$ cat config.mk
export PLATFORM = sky130hd
export DESIGN_NAME = div_sequencer
export DESIGN_NICKNAME = d
export VERILOG_FILES = /design/src/rtl/div_sequencer_pkg.sv /design/src/rtl/div_sequencer_step.sv /design/src/rtl/div_sequencer.sv
export SDC_FILE = /design/constraint.sdc
export NUM_CORES = 1
export LEC_CHECK = 0
export ABC_AREA = 1
export BUFFER_PORTS_ARGS = -buffer_cell sky130_fd_sc_hd__buf_4
export CORE_UTILIZATION = 40
export CTS_BUF_LIST = sky130_fd_sc_hd__clkbuf_2
export CTS_CLUSTER_DIAMETER = 40
export CTS_CLUSTER_SIZE = 25
export DETAILED_ROUTE_END_ITERATION = 8
export GPL_ROUTABILITY_DRIVEN = 0
export SETUP_SLACK_MARGIN = 0.1
export SYNTH_ARGS = -nofsm -noshare
export SYNTH_HDL_FRONTEND = slang
export SYNTH_SLANG_ARGS = --single-unit
$ cat constraint.sdc
create_clock -name clk -period 2.7 [get_ports clk]
set_input_delay 0.405 -clock clk [delete_from_list [all_inputs] [get_ports clk]]
set_output_delay 0.405 -clock clk [all_outputs]
set_load 0.01 [all_outputs]
$ cat src/rtl/div_sequencer_pkg.sv
// Shared definitions for the multi-cycle DIV/DIVU sequencer: state encodings and default width.
package div_sequencer_pkg;

    localparam int DIV_WIDTH = 32;

    typedef enum logic [1:0] {
        DIV_IDLE = 2'd0,
        DIV_RUN  = 2'd1,
        DIV_FIX  = 2'd2,
        DIV_DONE = 2'd3
    } div_state_e;

endpackage

$ cat src/rtl/div_sequencer_step.sv
// One combinational radix-2 restoring division iteration on the {rem,quo} pair.
module div_sequencer_step
    import div_sequencer_pkg::*;
#(
    parameter int WIDTH = DIV_WIDTH
) (
    input  logic [WIDTH-1:0] rem,
    input  logic [WIDTH-1:0] quo,
    input  logic [WIDTH-1:0] divisor,
    output logic [WIDTH-1:0] next_rem,
    output logic [WIDTH-1:0] next_quo
);

    logic [WIDTH-1:0] rem_sh;
    logic [WIDTH:0]   trial;
    logic             take;

    // rem < divisor on entry, so a set rem MSB means the shifted value exceeds any divisor;
    // the WIDTH-bit difference is then still exact, which keeps the subtract at WIDTH+1 bits.
    always_comb begin
        rem_sh   = {rem[WIDTH-2:0], quo[WIDTH-1]};
        trial    = {1'b0, rem_sh} - {1'b0, divisor};
        take     = rem[WIDTH-1] | ~trial[WIDTH];
        next_rem = take ? trial[WIDTH-1:0] : rem_sh;
        next_quo = {quo[WIDTH-2:0], take};
    end

endmodule

$ cat src/rtl/div_sequencer.sv
// Execute-stage DIV/DIVU sequencer: WIDTH restoring steps, a sign-fix cycle, then a done pulse.
module div_sequencer
    import div_sequencer_pkg::*;
#(
    parameter int WIDTH = DIV_WIDTH
) (
    input  logic             clk,
    input  logic             resetn,
    input  logic             start,
    input  logic             is_signed,
    input  logic [WIDTH-1:0] dividend,
    input  logic [WIDTH-1:0] divisor,
    input  logic             flush,
    output logic             busy,
    output logic             done,
    output logic [WIDTH-1:0] quotient,
    output logic [WIDTH-1:0] remainder,
    output logic             div_by_zero
);

    localparam int             CNT_W = $clog2(WIDTH);
    localparam logic [CNT_W-1:0] LAST = CNT_W'(WIDTH - 1);

    div_state_e       state;
    div_state_e       state_next;
    logic [CNT_W-1:0] cnt;
    logic [WIDTH-1:0] rem;
    logic [WIDTH-1:0] quo;
    logic [WIDTH-1:0] dsr;
    logic [WIDTH-1:0] raw_dvd;
    logic [WIDTH-1:0] step_rem;
    logic [WIDTH-1:0] step_quo;
    logic             sign_q;
    logic             sign_r;
    logic             zero;
    logic             accept;

    div_sequencer_step #(.WIDTH(WIDTH)) u_step (
        .rem      (rem),
        .quo      (quo),
        .divisor  (dsr),
        .next_rem (step_rem),
        .next_quo (step_quo)
    );

    always_comb begin
        accept = (state == DIV_IDLE || state == DIV_DONE) && start && !flush;
    end

    always_comb begin
        state_next = state;
        busy       = 1'b0;
        done       = 1'b0;
        case (state)
            DIV_IDLE: if (accept) state_next = DIV_RUN;
            DIV_RUN: begin
                busy = 1'b1;
                if (cnt == LAST) state_next = DIV_FIX;
            end
            DIV_FIX: begin
                busy       = 1'b1;
                state_next = DIV_DONE;
            end
            DIV_DONE: begin
                done       = 1'b1;
                state_next = accept ? DIV_RUN : DIV_IDLE;
            end
            default: state_next = DIV_IDLE;
        endcase
        // The issue cycle itself must stall the pipeline.
        if (accept) busy = 1'b1;
        if (flush) state_next = DIV_IDLE;
    end

    always_ff @(posedge clk or negedge resetn) begin
        if (!resetn) state <= DIV_IDLE;
        else         state <= state_next;
    end

    always_ff @(posedge clk or negedge resetn) begin
        if (!resetn) begin
            cnt     <= '0;
            rem     <= '0;
            quo     <= '0;
            dsr     <= '0;
            raw_dvd <= '0;
            sign_q  <= 1'b0;
            sign_r  <= 1'b0;
            zero    <= 1'b0;
        end else if (accept) begin
            cnt     <= '0;
            rem     <= '0;
            quo     <= (is_signed && dividend[WIDTH-1]) ? -dividend : dividend;
            dsr     <= (is_signed && divisor[WIDTH-1]) ? -divisor : divisor;
            raw_dvd <= dividend;
            sign_q  <= is_signed && (dividend[WIDTH-1] ^ divisor[WIDTH-1]);
            sign_r  <= is_signed && dividend[WIDTH-1];
            zero    <= (divisor == '0);
        end else if (state == DIV_RUN && !flush) begin
            cnt <= cnt + 1'b1;
            rem <= step_rem;
            quo <= step_quo;
        end
    end

    // Outputs only change when a divide completes; a flushed divide leaves them untouched.
    always_ff @(posedge clk or negedge resetn) begin
        if (!resetn) begin
            quotient    <= '0;
            remainder   <= '0;
            div_by_zero <= 1'b0;
        end else if (state == DIV_FIX && !flush) begin
            if (zero) begin
                quotient    <= '1;
                remainder   <= raw_dvd;
                div_by_zero <= 1'b1;
            end else begin
                quotient    <= sign_q ? -quo : quo;
                remainder   <= sign_r ? -rem : rem;
                div_by_zero <= 1'b0;
            end
        end
    end

endmodule
# Word level (Yosys, flattened, before mapping)
# Cells that the tools add are included.
# Widths: inputs -> output; s select.
# word_totals
reg_bits	203
inputBits	69
output_inout_bits	67
wordCells	63
# op_classes
add_sub_neg	6
eq_ne	6
mux	22
bitwise	3
n_reduce_logical	14
# op_table
cell	count
$mux 32	11
$neg 32->32	4
$sub 32x32->33	1
$logic_not 32->1	1
$mux 5	2
$pmux 2 s4	1
$logic_and 1x1->1	7
$mux 2	3
$ne 3x3->1 const B	2
$add 5x1->5 const B	1
$eq 5x5->1 const B	1
$mux 1	5
$eq 2x2->1 const B	2
$eq 2x1->1 const B	1
$logic_not 2->1	1
$reduce_and 2->1	1
$reduce_bool 2->1	1
$reduce_or 2->1	1
$logic_not 1->1	1
$logic_or 1x1->1	1
$not 1->1	1
$or 1x1->1	1
$xor 1x1->1	1

# Depth between registers and ports, before layout
# Gate-level depths: netlist of the first run.
# logic_depth
word_depth	7
mapped_depth	17
depth_no_buf	16

# Hierarchy
# From an unflattened synthesis of the first run, not the netlist that was laid out.
# unflattened
cells_unflattened	2373
hier_area_um2	15319.7
# by_module_without_submodules
module	n_inst	cells_per_inst	area_each_um2	seq_area_each_um2
div_sequencer	1	1669	11954.0	5079.9
div_sequencer_step	1	704	3365.7	0.0

# Worst setup path before layout of the first run
# OpenSTA, ideal clock, no wires.
# synth_timing
kind	reg2reg
startpoint	register quo[31]
endpoint	register rem[30]
t_arrival_ns	1.992
t_required_ns	2.584
slack_ns	0.591
stages_incl_launch_ff	17
period_less_slack_ns	2.109
path_cell_list	dfrtp_1 > inv_1 > ha_1 > fa_1 > inv_1 > nand2_1 > nand2_1 > nand3_1 > nand2_2 > nand2_2 > nand2_2 > nand3_2 > nand2_2 > buf_4 > nand3_1 > nand2_1 > nand2_1
# synth_between
elab_chain_len	6
# synth_lines
element	line	text
from (decl)	div_sequencer.sv:28	logic [WIDTH-1:0] quo;
from (signal assigned)	div_sequencer.sv:93	quo <= (is_signed && dividend[WIDTH-1]) ? -dividend : dividend;
from (signal assigned)	div_sequencer.sv:102	quo <= step_quo;
$sub 32x32->33 *	div_sequencer_step.sv:22	trial = {1'b0, rem_sh} - {1'b0, divisor};
$not 1->1	div_sequencer_step.sv:23	take = rem[WIDTH-1] | ~trial[WIDTH];
$or 1x1->1	div_sequencer_step.sv:23	
$mux 32 *	div_sequencer_step.sv:24	next_rem = take ? trial[WIDTH-1:0] : rem_sh;
$mux 32 *	div_sequencer.sv:99	end else if (state == DIV_RUN && !flush) begin
$mux 32 *	div_sequencer.sv:90	end else if (accept) begin
to (signal assigned)	div_sequencer.sv:101	rem <= step_rem;
to (decl)	div_sequencer.sv:27	logic [WIDTH-1:0] rem;
# Mark *: on every way between the ends. The rest lies on a longest branch, timed or not. The select of a mux whose other input is x is not followed.
# A chain may end at the register's enable or synchronous reset.

# Final worst setup path of the first run
# layout_timing
startpoint	register state[0]
endpoint	register quo[12]
# layout_between
elab_chain_len	5
word_cells_on_any_way	9
cone_classes	eq/ne (2); mux (1); reduce/logical (6)
# layout_lines
element	line	text
from (decl)	div_sequencer.sv:24	div_state_e state;
from (signal assigned)	div_sequencer.sv:77	else state <= state_next;
$eq 2x2->1 or $logic_not 2->1 (tied branches)	div_sequencer.sv:47	accept = (state == DIV_IDLE || state == DIV_DONE) && start && !flush;
$logic_or 1x1->1	div_sequencer.sv:47	
$logic_and 1x1->1 (2 in series)	div_sequencer.sv:47	
$mux 32 or $reduce_bool 2->1 (tied branches)	--	
# Several ways; a longest one is shown, not always the timed one.

==> results of run 1 <==
metrics by stage:
step,cells,util
after floorplan,2312,-
after global placement,2895,0.4540
after detailed placement,2895,0.4540
after CTS,3053,0.4942
after global routing,3062,0.4983
final,3062,0.4983
final timing paths:
| kind | startpoint | endpoint | slack (ns) | cells past startpoint |
|---|---|---|---|---|
| worst min register to register | dsr[14] | dsr[14] | 0.50 | 2 |
| worst max register to register | state[0] | quo[12] | 0.19 | 11 |
| max in group asynchronous | resetn | raw_dvd[5] | 0.90 | 4 |
| worst max-delay path | state[0] | quo[12] | 0.19 | 11 |
| min in group asynchronous | resetn | quotient[0] | 0.57 | 3 |
| worst min-delay path | divisor[24] | dsr[24] | 0.07 | 5 |
cells in the mapped netlist (6+ instances only):
cell        n
xor2_1     35
or2_2       8
nand3_2    14
nand2_2     6
nand4_1    34
nor3_1     28
o21ai_0   126
xnor2_1    16
o211ai_1   15
dfrtp_1   203
o21bai_1   11
nand3_1   214
nand2_1   729
buf_2      15
ha_1       43
nor2_1    226
buf_1       7
inv_1     359
o221ai_1    8
clkbuf_1   40
a31oi_1    19
inv_2       6
o22ai_1    11
nand3b_1   10
nor2_2      8
a21oi_1    57
report_power, final:
group          internal, uW  total, uW  leakage, uW  switching, uW
registers              4230       5200      0.00254            970
clock network          1130       2640     0.000343           1510
logic                  3030       7990      0.00683           4960
total                  8390      15800      0.00971           7440
layout make-up:
class | instances | area share
Clock buffer | 43 | 0.01177
Timing Repair Buffer | 278 | 0.1346
Multi-Input combinational cell | 1669 | 0.4479
Clock inverter | 31 | 0.01984
Antenna cell | 1 | 0.0001368
Inverter | 369 | 0.07601
Sequential cell | 203 | 0.2778
Tap cell | 468 | 0.03202
timing repair:
item                                    CTS  global route
gates resized for setup                   7            12
endpoints found under the hold margin   298             0
hold buffers                             77             0
cloned                                    2             3
setup buffers                             5             5
pin swaps                                 1             1
endpoints found under the setup margin    1            38
cell families after synthesis:
| kind of cell | count (synthesis) | share of synthesized area |
|---|---|---|
| flip-flops | 203 | 0.3395 |
| XOR/XNOR | 51 | 0.02985 |
| AND/OR/NAND/NOR | 1290 | 0.3660 |
| AO/OA/AOI/OAI | 283 | 0.1105 |
| buffers and inverters | 441 | 0.1169 |
| adder cells (fa/ha/maj) | 44 | 0.03729 |
state kept, by name (all words and copies together) (netlist names):
signal and flops:
state 2, quo 32, rem 32, dsr 32, zero 1, sign_q 1
quotient 32, div_by_zero 1, remainder 32, sign_r 1, cnt 5, raw_dvd 32
per-layer routing:
metal	GRT usage	wire length [microns]	up-vias	share of wire
li1	-	-	7866	-
met1	0.4016	24820	7468	0.48
met2	0.4005	22090	595	0.43
met3	0.03990	3754	82	0.072
met4	0.07116	1151	2	0.022
met5	0	13	-	0.00025
critical path: stages, from the launching register on:
cell and delay (ns):
dfrtp_1 0.44, inv_2 0.12, ha_4 0.22, inv_4 0.06
nand3_4 0.08, buf_4 0.17, buf_4 0.18, inv_4 0.17
buf_12 0.21, nand3_1 0.10, dlygate4sd3_1 0.56, a32oi_1 0.17
==> flow_summary.ini, run 1 <==
[sta]
tightest_slew_ns = 0.7342
setup_tns_ns = 0
setup_viol = 0
hold_viol = 0
rsz0062_at_grt = false
slew_violations = 0
fin_crit_ns = 2.514
relSlewSlack = 0.5064
fmax_mhz = 397.7
final.setup_skew_ns = 0.1115
hold_slack_ns = 0.07363
min_period_over_period = 0.9313
setup_ws_ns = 0.1855

[cts]
cts_tree = built
clock_path_buffers = 3
clkTransAtPathRegs_ns = 0.19
htreeDepth = 2
numCtsBuffers = 41
cts.sinks = 203
root_buffer = clkbuf_2
clk_latency_ns = 0.89

[route]
drt_first_pass_iters = 6
drc = 0
wire_per_inst_microns = 16.92
vias_per_cell = 5.230
wirelength_mm = 51.82
drt_iter0_markers = 1498
drtAntennaViolNets = 0
vias = 16010

[global_routing]
grt_pass1_vias = 14800
grt_pass1_wl_mm = 81.11
grt_overflow = 0
track_usage = 0.2686
antenna_found_initial = 2
grt_start_max_net_pins = 62

[setup_path]
cp_max_fo = 32
critPathKind = flip-flop to flip-flop
arrival_ns = 3.35
endpoint_kind = flip-flop
startpoint_type = flip-flop
cp.required_ns = 3.54

[power]
power_leakage_uw = 0.009714
power_density_nw_per_um2 = 865.8
power_uw = 15830
vdd_drop_max_mv = 0.4543

[die]
num_rows = 70
die_area_sq_um = 38190
die_w_microns = 195.4
core_area_sq_um = 36700
die_h_microns = 195.4
initial_core_util = 0.4078
io_pins = 136

[final_layout]
area_delta_synth_final_pct = 22.21
layout_commonest_cell = nand2_1
regArea_sq_um = 5080
final.fill_count = 3750
multi_input_area_sq_um = 8190
design_area_sq_um = 18290
fin_nets = 2675
final_cell_mix = nand2_1 (729), inv_1 (356), nor2_1 (225), nand3_1 (214), dfrtp_1 (203)
drive_above_1_share = 0.1273

[min_path]
hp-class = primary input to flip-flop

[logic_synthesis]
ys_dominant_reg_cell = dfrtp_1
synth_edf_count = 0
synth-seq-cells = 203
yosys.area.top_type_share = 0.3395
synthArstFlopShare = 1.000
synth.area.top_cells = dfrtp_1 (34%), nand2_1 (18%), inv_1 (9.0%)
ys_seq_area_frac = 0.3395
synth_cell_type_count = 53
syn_avg_cell_area_sq_um = 6.472
synthesis.area_sq_um = 14960
yosys.area.top_type = dfrtp_1
syn_nets = 2425
synth_cells = 2312
synth-warning-count = 0

[placement]
postPlaceCellArea_sq_um = 16660
pre_cts_slack_ns = 0.2422
placement.io_buffers = 135
dp_hpwl_mm = 38.98

[job]
cap_viol_max_count = 0

[outcome]
run_status = complete, no violations
Power figures use the tool's default switching activity.
==> run 2: changes to the inputs <==
CORE_ASPECT_RATIO = 0.9   (was unset)
==> flow_summary.ini, run 2 (synthesis gave the netlist of run 1 again) <==
[outcome]
run_status = complete, no violations

[cts]
cts.sinks = 203
numCtsBuffers = 37
clkTransAtPathRegs_ns = 0.18
htreeDepth = 2
root_buffer = clkbuf_2
clk_latency_ns = 0.88
cts_tree = built
clock_path_buffers = 3

[setup_path]
cp_max_fo = 4
cpPeakStageDelay_ns = 0.42
cp.required_ns = 2.30
startpoint_type = flip-flop
arrival_ns = 2.08
cp_num_buf_inv = 4
crit_family = buffers and inverters
endpoint_kind = primary output
critPathKind = flip-flop to primary output
critPathSlowestCell = dfrtp_1
cp_common_cell = inv_2
cp_cell_sequence = inv_2 -> ha_4 -> inv_2 -> nand3_4 -> buf_12 -> nand2_1 -> buf_4

[route]
drt_iter0_markers = 1538
vias_per_cell = 5.186
vias = 15890
drt_first_pass_iters = 7
drtAntennaViolNets = 0
drc = 0
wirelength_mm = 51.55
wire_per_inst_microns = 16.82

[final_layout]
design_area_sq_um = 18160
layout_commonest_cell = nand2_1
stdcell_count = 3064
final_cell_mix = nand2_1 (728), inv_1 (354), nor2_1 (225), nand3_1 (214), dfrtp_1 (203)
fin_nets = 2671
area_delta_synth_final_pct = 21.38
drive_above_1_share = 0.1268

[global_routing]
grt_overflow = 0
antenna_found_initial = 1
grt_pass1_wl_mm = 80.20
track_usage = 0.2697
grt_pass1_vias = 14900
grt_start_max_net_pins = 79

[die]
initial_core_util = 0.4100
die_w_microns = 205.9
core_area_sq_um = 36500
num_rows = 66
io_pins = 136
die_area_sq_um = 38190
die_h_microns = 185.5

[sta]
rsz0062_at_grt = false
slew_violations = 0
setup_viol = 0
hold_viol = 0
final.setup_skew_ns = 0.06754
tightest_slew_ns = 0.9633
relSlewSlack = 0.3557
setup_tns_ns = 0
hold_slack_ns = 0.03159
min_period_over_period = 0.9197
fin_crit_ns = 2.483
fmax_mhz = 402.7

[placement]
placement.io_buffers = 135
dp_hpwl_mm = 38.86
placed_cells = 2900
postPlaceCellArea_sq_um = 16660

[job]
cap_viol_max_count = 0

[power]
power_leakage_uw = 0.009651
power_density_nw_per_um2 = 854.2
vdd_drop_max_mv = 0.5086

[min_path]
hp-class = primary input to flip-flop
## run 2: cell type report
cell class	instances	area (sq um)
diodes	1	2.502
clock buffers	42	210.2
clock inverters	26	280.3
fillers	3720	18340
inverters	369	1385
multi-input cells	1671	8215
flip-flops and latches	203	5080
well taps	476	595.6
repair buffers	276	2395
## run 2: where the power goes
part	switching, uW	internal [uW]	total (uW)
sequential	955	4230	5190
clock	1460	912	2380
combinational	4990	2960	7950
total	7410	8110	15500
## run 2: final timing paths
check	from	end	cells after the start	slack, ns
max in group asynchronous	resetn	quo[3]	4	0.50
setup / recovery	state[1]	busy	7	0.22
hold / removal	dividend[7]	raw_dvd[7]	4	0.03
min in group asynchronous	resetn	quo[12]	3	0.51
setup reg to reg	quo[31]	rem[0]	16	0.29
hold reg to reg	dsr[3]	dsr[3]	2	0.51
## run 2: layer usage
layer,up-vias,part of all wire,wire length (microns),global-route usage
li1,7853,-,-,-
met1,7388,0.47,24340,0.3883
met2,586,0.41,21250,0.3949
met3,63,0.097,4995,0.07791
met4,0,0.019,960,0.06324
met5,-,0,0,0
## run 2: repair_timing
item	4_1_cts	5_1_grt
hold endpoints to repair	300	0
resized for setup	4	10
buffers inserted	5	8
hold buffers	77	0
endpoints found under the setup margin	26	32
pin swaps	1	3
gates cloned	2	3
## run 2: tightest hold or removal path: cells and delay by family
kind                   cells  cell delay [ns]
AOI/OAI and AO/OA          1             0.13
buffers and inverters      2             0.17
and+or+nand+nor            1             0.16
## run 2: stage by stage
stage                     utilization  power (uW)  setup WS (ns)
after global placement         0.4565       12630         0.1516
after detailed placement       0.4565       12750        0.05266
after global routing           0.4976       16750        0.09044
after floorplan                     -        9845         0.5912
final                          0.4976       15520         0.2167
after CTS                      0.4940       15370        0.06400
